<file path="src/rtl/wm_pkg.sv">
// Shared types and constants for the watermark embedder.
package wm_pkg;

    typedef enum logic [1:0] {
        StIdle,
        StEmbed,
        StDrain
    } wm_state_e;

    localparam logic WM_MODE_1LSB = 1'b0;
    localparam logic WM_MODE_2LSB = 1'b1;

    localparam int unsigned WM_PIX_W = 8;
    localparam int unsigned WM_IMG_W = 256;
    localparam int unsigned WM_IMG_H = 256;

    // Counter width for a range of n values; never narrower than one bit.
    function automatic int unsigned cnt_width(input int unsigned n);
        return (n > 1) ? $clog2(n) : 1;
    endfunction

endpackage

</file>
<file path="src/rtl/wm_embed_if.sv">
// Pixel stream and watermark-generator handshake bundle.
// master: the embedder side; slave: the surrounding source/sink/generator.
interface wm_embed_if
    import wm_pkg::*;
#(
    parameter int unsigned PIX_W = WM_PIX_W
) ();

    logic             pix_in_valid;
    logic             pix_in_ready;
    logic [PIX_W-1:0] pix_in;
    logic             pix_out_valid;
    logic             pix_out_ready;
    logic [PIX_W-1:0] pix_out;
    logic [1:0]       wm_data;
    logic             wm_advance;

    modport master (
        input  pix_in_valid, pix_in, pix_out_ready, wm_data,
        output pix_in_ready, pix_out_valid, pix_out, wm_advance
    );

    modport slave (
        output pix_in_valid, pix_in, pix_out_ready, wm_data,
        input  pix_in_ready, pix_out_valid, pix_out, wm_advance
    );

endinterface

</file>
<file path="src/rtl/wm_raster_cnt.sv">
// Raster column/row counter with last-pixel and ROI-hit flags.
// WM_ROI_EN: when defined, roi_hit reflects the ROI window; otherwise it is
// always 1.
module wm_raster_cnt
    import wm_pkg::*;
#(
    parameter int unsigned IMG_W  = WM_IMG_W,
    parameter int unsigned IMG_H  = WM_IMG_H,
    parameter int          ROI_X0 = 0,
    parameter int          ROI_X1 = 255,
    parameter int          ROI_Y0 = 0,
    parameter int          ROI_Y1 = 255
) (
    input  logic clk,
    input  logic rst,
    input  logic clear,
    input  logic step,
    output logic last,
    output logic roi_hit
);

    localparam int unsigned CW = cnt_width(IMG_W);
    localparam int unsigned RW = cnt_width(IMG_H);

    logic [CW-1:0] col_q;
    logic [RW-1:0] row_q;
    logic          col_last;
    logic          row_last;

    assign col_last = (col_q == CW'(IMG_W - 1));
    assign row_last = (row_q == RW'(IMG_H - 1));
    assign last     = col_last && row_last;

    // Step through the raster; row advances on column wrap, both wrap at frame end.
    always_ff @(posedge clk or posedge rst) begin
        if (rst) begin
            col_q <= '0;
            row_q <= '0;
        end else if (clear) begin
            col_q <= '0;
            row_q <= '0;
        end else if (step) begin
            if (col_last) begin
                col_q <= '0;
                row_q <= row_last ? '0 : row_q + 1'b1;
            end else begin
                col_q <= col_q + 1'b1;
            end
        end
    end

`ifdef WM_ROI_EN
    assign roi_hit = (int'(col_q) >= ROI_X0) && (int'(col_q) <= ROI_X1) &&
                     (int'(row_q) >= ROI_Y0) && (int'(row_q) <= ROI_Y1);
`else
    assign roi_hit = 1'b1;
`endif

endmodule

</file>
<file path="src/rtl/wm_embed.sv">
// Watermark embedder: replaces pixel LSBs with the generator's watermark word.
// Optional WM_ROI_EN restricts embedding (and generator stepping) to the ROI.
module wm_embed
    import wm_pkg::*;
#(
    parameter int unsigned PIX_W  = WM_PIX_W,
    parameter int unsigned IMG_W  = WM_IMG_W,
    parameter int unsigned IMG_H  = WM_IMG_H,
    parameter int          ROI_X0 = 0,
    parameter int          ROI_X1 = 255,
    parameter int          ROI_Y0 = 0,
    parameter int          ROI_Y1 = 255
) (
    input  logic          clk,
    input  logic          rst,
    input  logic          start,
    input  logic          wm_select,
    output logic          busy,
    output logic          done,
    wm_embed_if.master    bus
);

    wm_state_e        state_q, state_d;
    logic             mode_q, mode_d;
    logic             out_valid_q;
    logic [PIX_W-1:0] pix_out_q;
    logic [PIX_W-1:0] pix_embed;
    logic             in_ready;
    logic             accept;
    logic             out_fire;
    logic             cnt_clear;
    logic             last;
    logic             roi_hit;

    wm_raster_cnt #(
        .IMG_W  (IMG_W),
        .IMG_H  (IMG_H),
        .ROI_X0 (ROI_X0),
        .ROI_X1 (ROI_X1),
        .ROI_Y0 (ROI_Y0),
        .ROI_Y1 (ROI_Y1)
    ) u_cnt (
        .clk     (clk),
        .rst     (rst),
        .clear   (cnt_clear),
        .step    (accept),
        .last    (last),
        .roi_hit (roi_hit)
    );

    // Single output register: accept a new pixel whenever it is empty or draining.
    assign in_ready = (state_q == StEmbed) && (!out_valid_q || bus.pix_out_ready);
    assign accept   = bus.pix_in_valid && in_ready;
    assign out_fire = out_valid_q && bus.pix_out_ready;

    // Substitute the watermark bits into the incoming pixel.
    always_comb begin
        pix_embed = bus.pix_in;
        if (roi_hit) begin
            if (mode_q == WM_MODE_2LSB) begin
                pix_embed[1:0] = bus.wm_data;
            end else begin
                pix_embed[0] = bus.wm_data[0];
            end
        end
    end

    // Next-state, mode latch and done pulse.
    always_comb begin
        state_d   = state_q;
        mode_d    = mode_q;
        cnt_clear = 1'b0;
        done      = 1'b0;
        unique case (state_q)
            StIdle: begin
                if (start) begin
                    state_d   = StEmbed;
                    cnt_clear = 1'b1;
                    mode_d    = wm_select;
                end
            end
            StEmbed: begin
                if (accept && last) begin
                    state_d = StDrain;
                end
            end
            StDrain: begin
                if (out_fire) begin
                    state_d = StIdle;
                    done    = 1'b1;
                end
            end
            default: state_d = StIdle;
        endcase
    end

    // State and mode registers.
    always_ff @(posedge clk or posedge rst) begin
        if (rst) begin
            state_q <= StIdle;
            mode_q  <= WM_MODE_1LSB;
        end else begin
            state_q <= state_d;
            mode_q  <= mode_d;
        end
    end

    // Output register: load on accept, empty on a drain with nothing new behind it.
    always_ff @(posedge clk or posedge rst) begin
        if (rst) begin
            out_valid_q <= 1'b0;
            pix_out_q   <= '0;
        end else if (accept) begin
            out_valid_q <= 1'b1;
            pix_out_q   <= pix_embed;
        end else if (out_fire) begin
            out_valid_q <= 1'b0;
        end
    end

    assign bus.pix_in_ready  = in_ready;
    assign bus.pix_out_valid = out_valid_q;
    assign bus.pix_out       = pix_out_q;
    assign bus.wm_advance    = accept && roi_hit;
    assign busy              = (state_q != StIdle);

endmodule
</file>
<file path="src/flat_wrapper.sv">
// flat-port wrapper written by rule: the top's interface ports become plain ports
module wm_embed_flat import wm_pkg::*;
#(
    parameter int unsigned PIX_W  = WM_PIX_W,
    parameter int unsigned IMG_W  = WM_IMG_W,
    parameter int unsigned IMG_H  = WM_IMG_H,
    parameter int          ROI_X0 = 0,
    parameter int          ROI_X1 = 255,
    parameter int          ROI_Y0 = 0,
    parameter int          ROI_Y1 = 255
)
  (clk, rst, start, wm_select, busy, done, bus_pix_in_valid, bus_pix_in, bus_pix_out_ready, bus_wm_data, bus_pix_in_ready, bus_pix_out_valid, bus_pix_out, bus_wm_advance);
  wm_embed_if #(.PIX_W(PIX_W)) bus_i ();
  input  logic clk;
  input  logic rst;
  input  logic start;
  input  logic wm_select;
  output logic busy;
  output logic done;
  input wire logic [$bits(bus_i.pix_in_valid)-1:0] bus_pix_in_valid;
  input wire logic [$bits(bus_i.pix_in)-1:0] bus_pix_in;
  input wire logic [$bits(bus_i.pix_out_ready)-1:0] bus_pix_out_ready;
  input wire logic [$bits(bus_i.wm_data)-1:0] bus_wm_data;
  output wire logic [$bits(bus_i.pix_in_ready)-1:0] bus_pix_in_ready;
  output wire logic [$bits(bus_i.pix_out_valid)-1:0] bus_pix_out_valid;
  output wire logic [$bits(bus_i.pix_out)-1:0] bus_pix_out;
  output wire logic [$bits(bus_i.wm_advance)-1:0] bus_wm_advance;
  assign bus_i.pix_in_valid = bus_pix_in_valid;
  assign bus_i.pix_in = bus_pix_in;
  assign bus_i.pix_out_ready = bus_pix_out_ready;
  assign bus_i.wm_data = bus_wm_data;
  assign bus_pix_in_ready = bus_i.pix_in_ready;
  assign bus_pix_out_valid = bus_i.pix_out_valid;
  assign bus_pix_out = bus_i.pix_out;
  assign bus_wm_advance = bus_i.wm_advance;
  wm_embed #(.PIX_W(PIX_W), .IMG_W(IMG_W), .IMG_H(IMG_H), .ROI_X0(ROI_X0), .ROI_X1(ROI_X1), .ROI_Y0(ROI_Y0), .ROI_Y1(ROI_Y1)) u_core (.clk(clk), .rst(rst), .start(start), .wm_select(wm_select), .busy(busy), .done(done), .bus(bus_i));
endmodule
</file>
<file path="config.mk">
export PLATFORM = sky130hd
export DESIGN_NAME = wm_embed_flat
export DESIGN_NICKNAME = d
export VERILOG_FILES = /design/src/rtl/wm_pkg.sv /design/src/rtl/wm_embed_if.sv /design/src/rtl/wm_raster_cnt.sv /design/src/rtl/wm_embed.sv /design/src/flat_wrapper.sv
export SDC_FILE = /design/constraint.sdc
export NUM_CORES = 1
export LEC_CHECK = 0
export ABC_CLOCK_PERIOD_IN_PS = 1700
export BUFFER_PORTS_ARGS = -buffer_cell sky130_fd_sc_hd__buf_2
export CELL_PAD_IN_SITES_DETAIL_PLACEMENT = 0
export CELL_PAD_IN_SITES_GLOBAL_PLACEMENT = 1
export CORE_UTILIZATION = 38
export CTS_CLUSTER_DIAMETER = 80
export DETAILED_ROUTE_END_ITERATION = 16
export PLACE_DENSITY = 0.76
export SYNTH_ARGS = -nofsm -noshare
export SYNTH_HDL_FRONTEND = slang
export SYNTH_HIERARCHICAL = 1
export SYNTH_SLANG_ARGS = --single-unit
export TNS_END_PERCENT = 50
</file>
<file path="constraint.sdc">
create_clock -name clk -period 1.7 [get_ports clk]
set_input_delay 0.085 -clock clk [delete_from_list [all_inputs] [get_ports clk]]
set_output_delay 0.085 -clock clk [all_outputs]
set_load 0.01 [all_outputs]
</file>
==> metrics.yaml <==
hpwlAfterDp_mm: 2.276
synth-edff-count: 0
row_count: 22
cts-root-buf: "clkbuf_8"
crit_fanout: 6
synth_xor_area_share_pct: 4.678
synth_top_family_by_area: "simple AND/OR/NAND/NOR gates"
relSlewSlack_pct: 58.11
final_area_mm2: 0.001913
synth_nets: 158
viasPerCell: 5.126
hp-class: "in2reg"
p_per_area_mw_per_mm2: 965.3
synth_top_area_share_pct: 46.78
layout.nets: 202
yosys_most_used_dff: "dfrtp_1"
drive_gt1_share_pct: 42.08
die_area_mm2: 0.004196
setup_violations: 0
fin_crit_sh_pct: 94.38
syn2layout_area_growth_pct: 27.74
dr.pass1.iters: 4
portBuffers: 28
die_w_um: 64.78
required_ps: 1910
seq_area_frac_synth_pct: 46.78
insertion_delay_ps: 280
synth-compound-area-share_pct: 9.607
grt_usage_pct: 16.05
reg2reg_depth: 6
drv_slew: 0
gp_congestion: 0.8436
wl_per_cell_um: 13.52
whs_path_depth: 2
ys_ff_latch: 28
clk_pin_slew_worst_paths_ps: 100
clock-sinks: 28
cp-start-kind: "register"
tritoncts: "built"
rsz0062_at_grt: "yes"
finClkSkew_ps: 3.832
gr-usage-met1_pct: 22.31
drt_iter0_drc: 66
cp_data_arrival_time_ps: 1810
grt_pass1_vias: 1135
antenna_found_initial: 0
use_met3_pct: 3.345
synthTopCellsByCount: "28 x dfrtp_1, 15 x nor2_1, 10 x nand2_1"
path_class: "reg2reg"
synth-simple-area-share_pct: 23.89
core_mm2: 0.003716
syn_area_per_cell_um2: 10.70
final_antenna_net_count: 0
synthMuxAreaShare_pct: 10.36
leakage_nw: 0.8734
clk_path_buf_depth: 2
yosysTopAreaCell: "dfrtp_1"
synthArstFlopShare_pct: 100.0
yosysMostFrequentCell: "dfrtp_1"
ir_drop_v: 0.0005705
synth_warnings: 6
pre_cts_ws_ps: 78.36
grt_pass1_wl_mm: 5.230
period_needed_ps: 1605
setup_ws_ps: 95.47
synthTopCellsByArea: "dfrtp_1 47%, mux2_4 6.0%, nor2_1 3.8%, xor2_1 2.9%, nand2_1 2.5%"
hold_viol: 0
dieHeight_um: 64.78
h-tree-depth: 1
vias: 1184
postPlaceCellArea_mm2: 0.001775
top_usage_layer: "met2"
grt_use_met2_pct: 25.52
syn-cell-area_mm2: 0.001498
synth_cells: 140
grt_max_degree: 17
synth_fa_ha_area_share_pct: 1.671
initial_core_util_pct: 40.30
drt_wl_total_mm: 3.122
max_slew.worst_pin.slew_ps: 627.7
netlist-cell-type-count: 47
fmax_ghz: 0.6232
fill_cells: 346
overflow: 0
cap_violations: 0
outcome: "completed"
drc: 0
cts-buffers-inserted: 3
cp-end-kind: "register"
io-pin-count: 29
antenna_cells: 0
-- registers in the layout (all words and copies together), names as in the netlist --
signal,cells
u_core/bus.pix_out,8
u_core/bus.pix_out_valid,1
u_core/mode_q,1
u_core/state_q,2
u_core/u_cnt/col_q,8
u_core/u_cnt/row_q,8
-- cell type report --
type                            count  area [µm²]  share of cell area, %
Clock inverter                      1       30.03                  1.570
Inverter                            6       27.53                  1.439
Timing Repair Buffer               42       251.5                  13.15
Multi-Input combinational cell    103       795.8                  41.60
Sequential cell                    28       706.9                  36.95
Clock buffer                        3       41.29                  2.158
Tap cell                           48       60.06                  3.139
-- final timing paths --
path | startpoint | slack, ps | endpoint
max in group asynchronous | rst | 820 | u_core/u_cnt/row_q[1]$_DFFE_PP0P_
setup reg to reg | u_core/state_q[1]$_DFFE_PP0P_ | 100 | u_core/u_cnt/col_q[7]$_DFFE_PP0P_
min in group asynchronous | rst | 360 | u_core/bus.pix_out_valid$_DFFE_PP0P_
setup / recovery | u_core/state_q[1]$_DFFE_PP0P_ | 100 | u_core/u_cnt/col_q[7]$_DFFE_PP0P_
hold reg to reg | u_core/bus.pix_out[3]$_DFFE_PP0N_ | 520 | u_core/bus.pix_out[3]$_DFFE_PP0N_
hold / removal | bus_pix_in[6] | 30 | u_core/bus.pix_out[6]$_DFFE_PP0N_
-- worst max-delay path: stages, from the launching register on --
cell and delay [ps]:
dfrtp_2 450, nor2b_4 180, nand3_4 110, inv_6 90, nand3_2 130, or4_1 420
a21oi_1 160
-- layout by cell type, fill, tap and decap left out, types with 2 or more instances in the layout --
cell type and instances:
nand3_1 4, mux2_4 6, nor2_1 15, xor2_1 5, a31oi_1 2, nor3_1 3
o21ai_1 2, nor4_2 3, a21oi_1 5, nand4_1 6, buf_4 12, xnor2_1 3
dfrtp_1 23, inv_1 5, mux2i_1 2, buf_2 28, nor2b_4 2, o21ai_0 2
a22o_1 2, clkbuf_8 3, nand2_1 10, ha_1 2, dfrtp_2 5, mux2_2 3
nand3_4 2
-- metal layers --
layer / up-vias / routed length (µm)
met5: - / 0
met1: 560 / 1497
met4: 0 / 13
met2: 36 / 1443
li1: 586 / -
met3: 2 / 168
-- cell families after synthesis --
group,count (synthesis)
adder cells (fa/ha/maj),2
XOR/XNOR,8
AO/OA/AOI/OAI,21
flip-flops,28
multiplexers,12
AND/OR/NAND/NOR,59
other,1
buffers and inverters,9
-- report_power, final --
group / internal (W) / switching, W / total, W
registers: 0.000769 / 0.000127 / 0.000896
clock network: 0.000315 / 0.000220 / 0.000535
logic: 0.000205 / 0.000210 / 0.000415
-- stage by stage --
step / power [W] / utilization [%] / hold slack [ps] / setup TNS (ps) / instances
global placement: 0.001299 / 47.78 / 113.4 / 0 / 221
global route: 0.001939 / 51.48 / 26.16 / -4.822 / 231
detailed placement: 0.001304 / 47.78 / 127.0 / 0 / 221
floorplan: 0.001156 / - / -50.30 / -20.08 / 140
finish: 0.001847 / 51.48 / 29.61 / 0 / 231
CTS: 0.001833 / 49.97 / 29.27 / 0 / 226
-- what timing repair did --
action	in CTS	in global routing
gates resized for setup	0	10
setup buffers	0	5
hold endpoints to repair	28	0
hold buffers	1	0
endpoints found under the setup margin	0	7
Power figures use the tool's default switching activity.
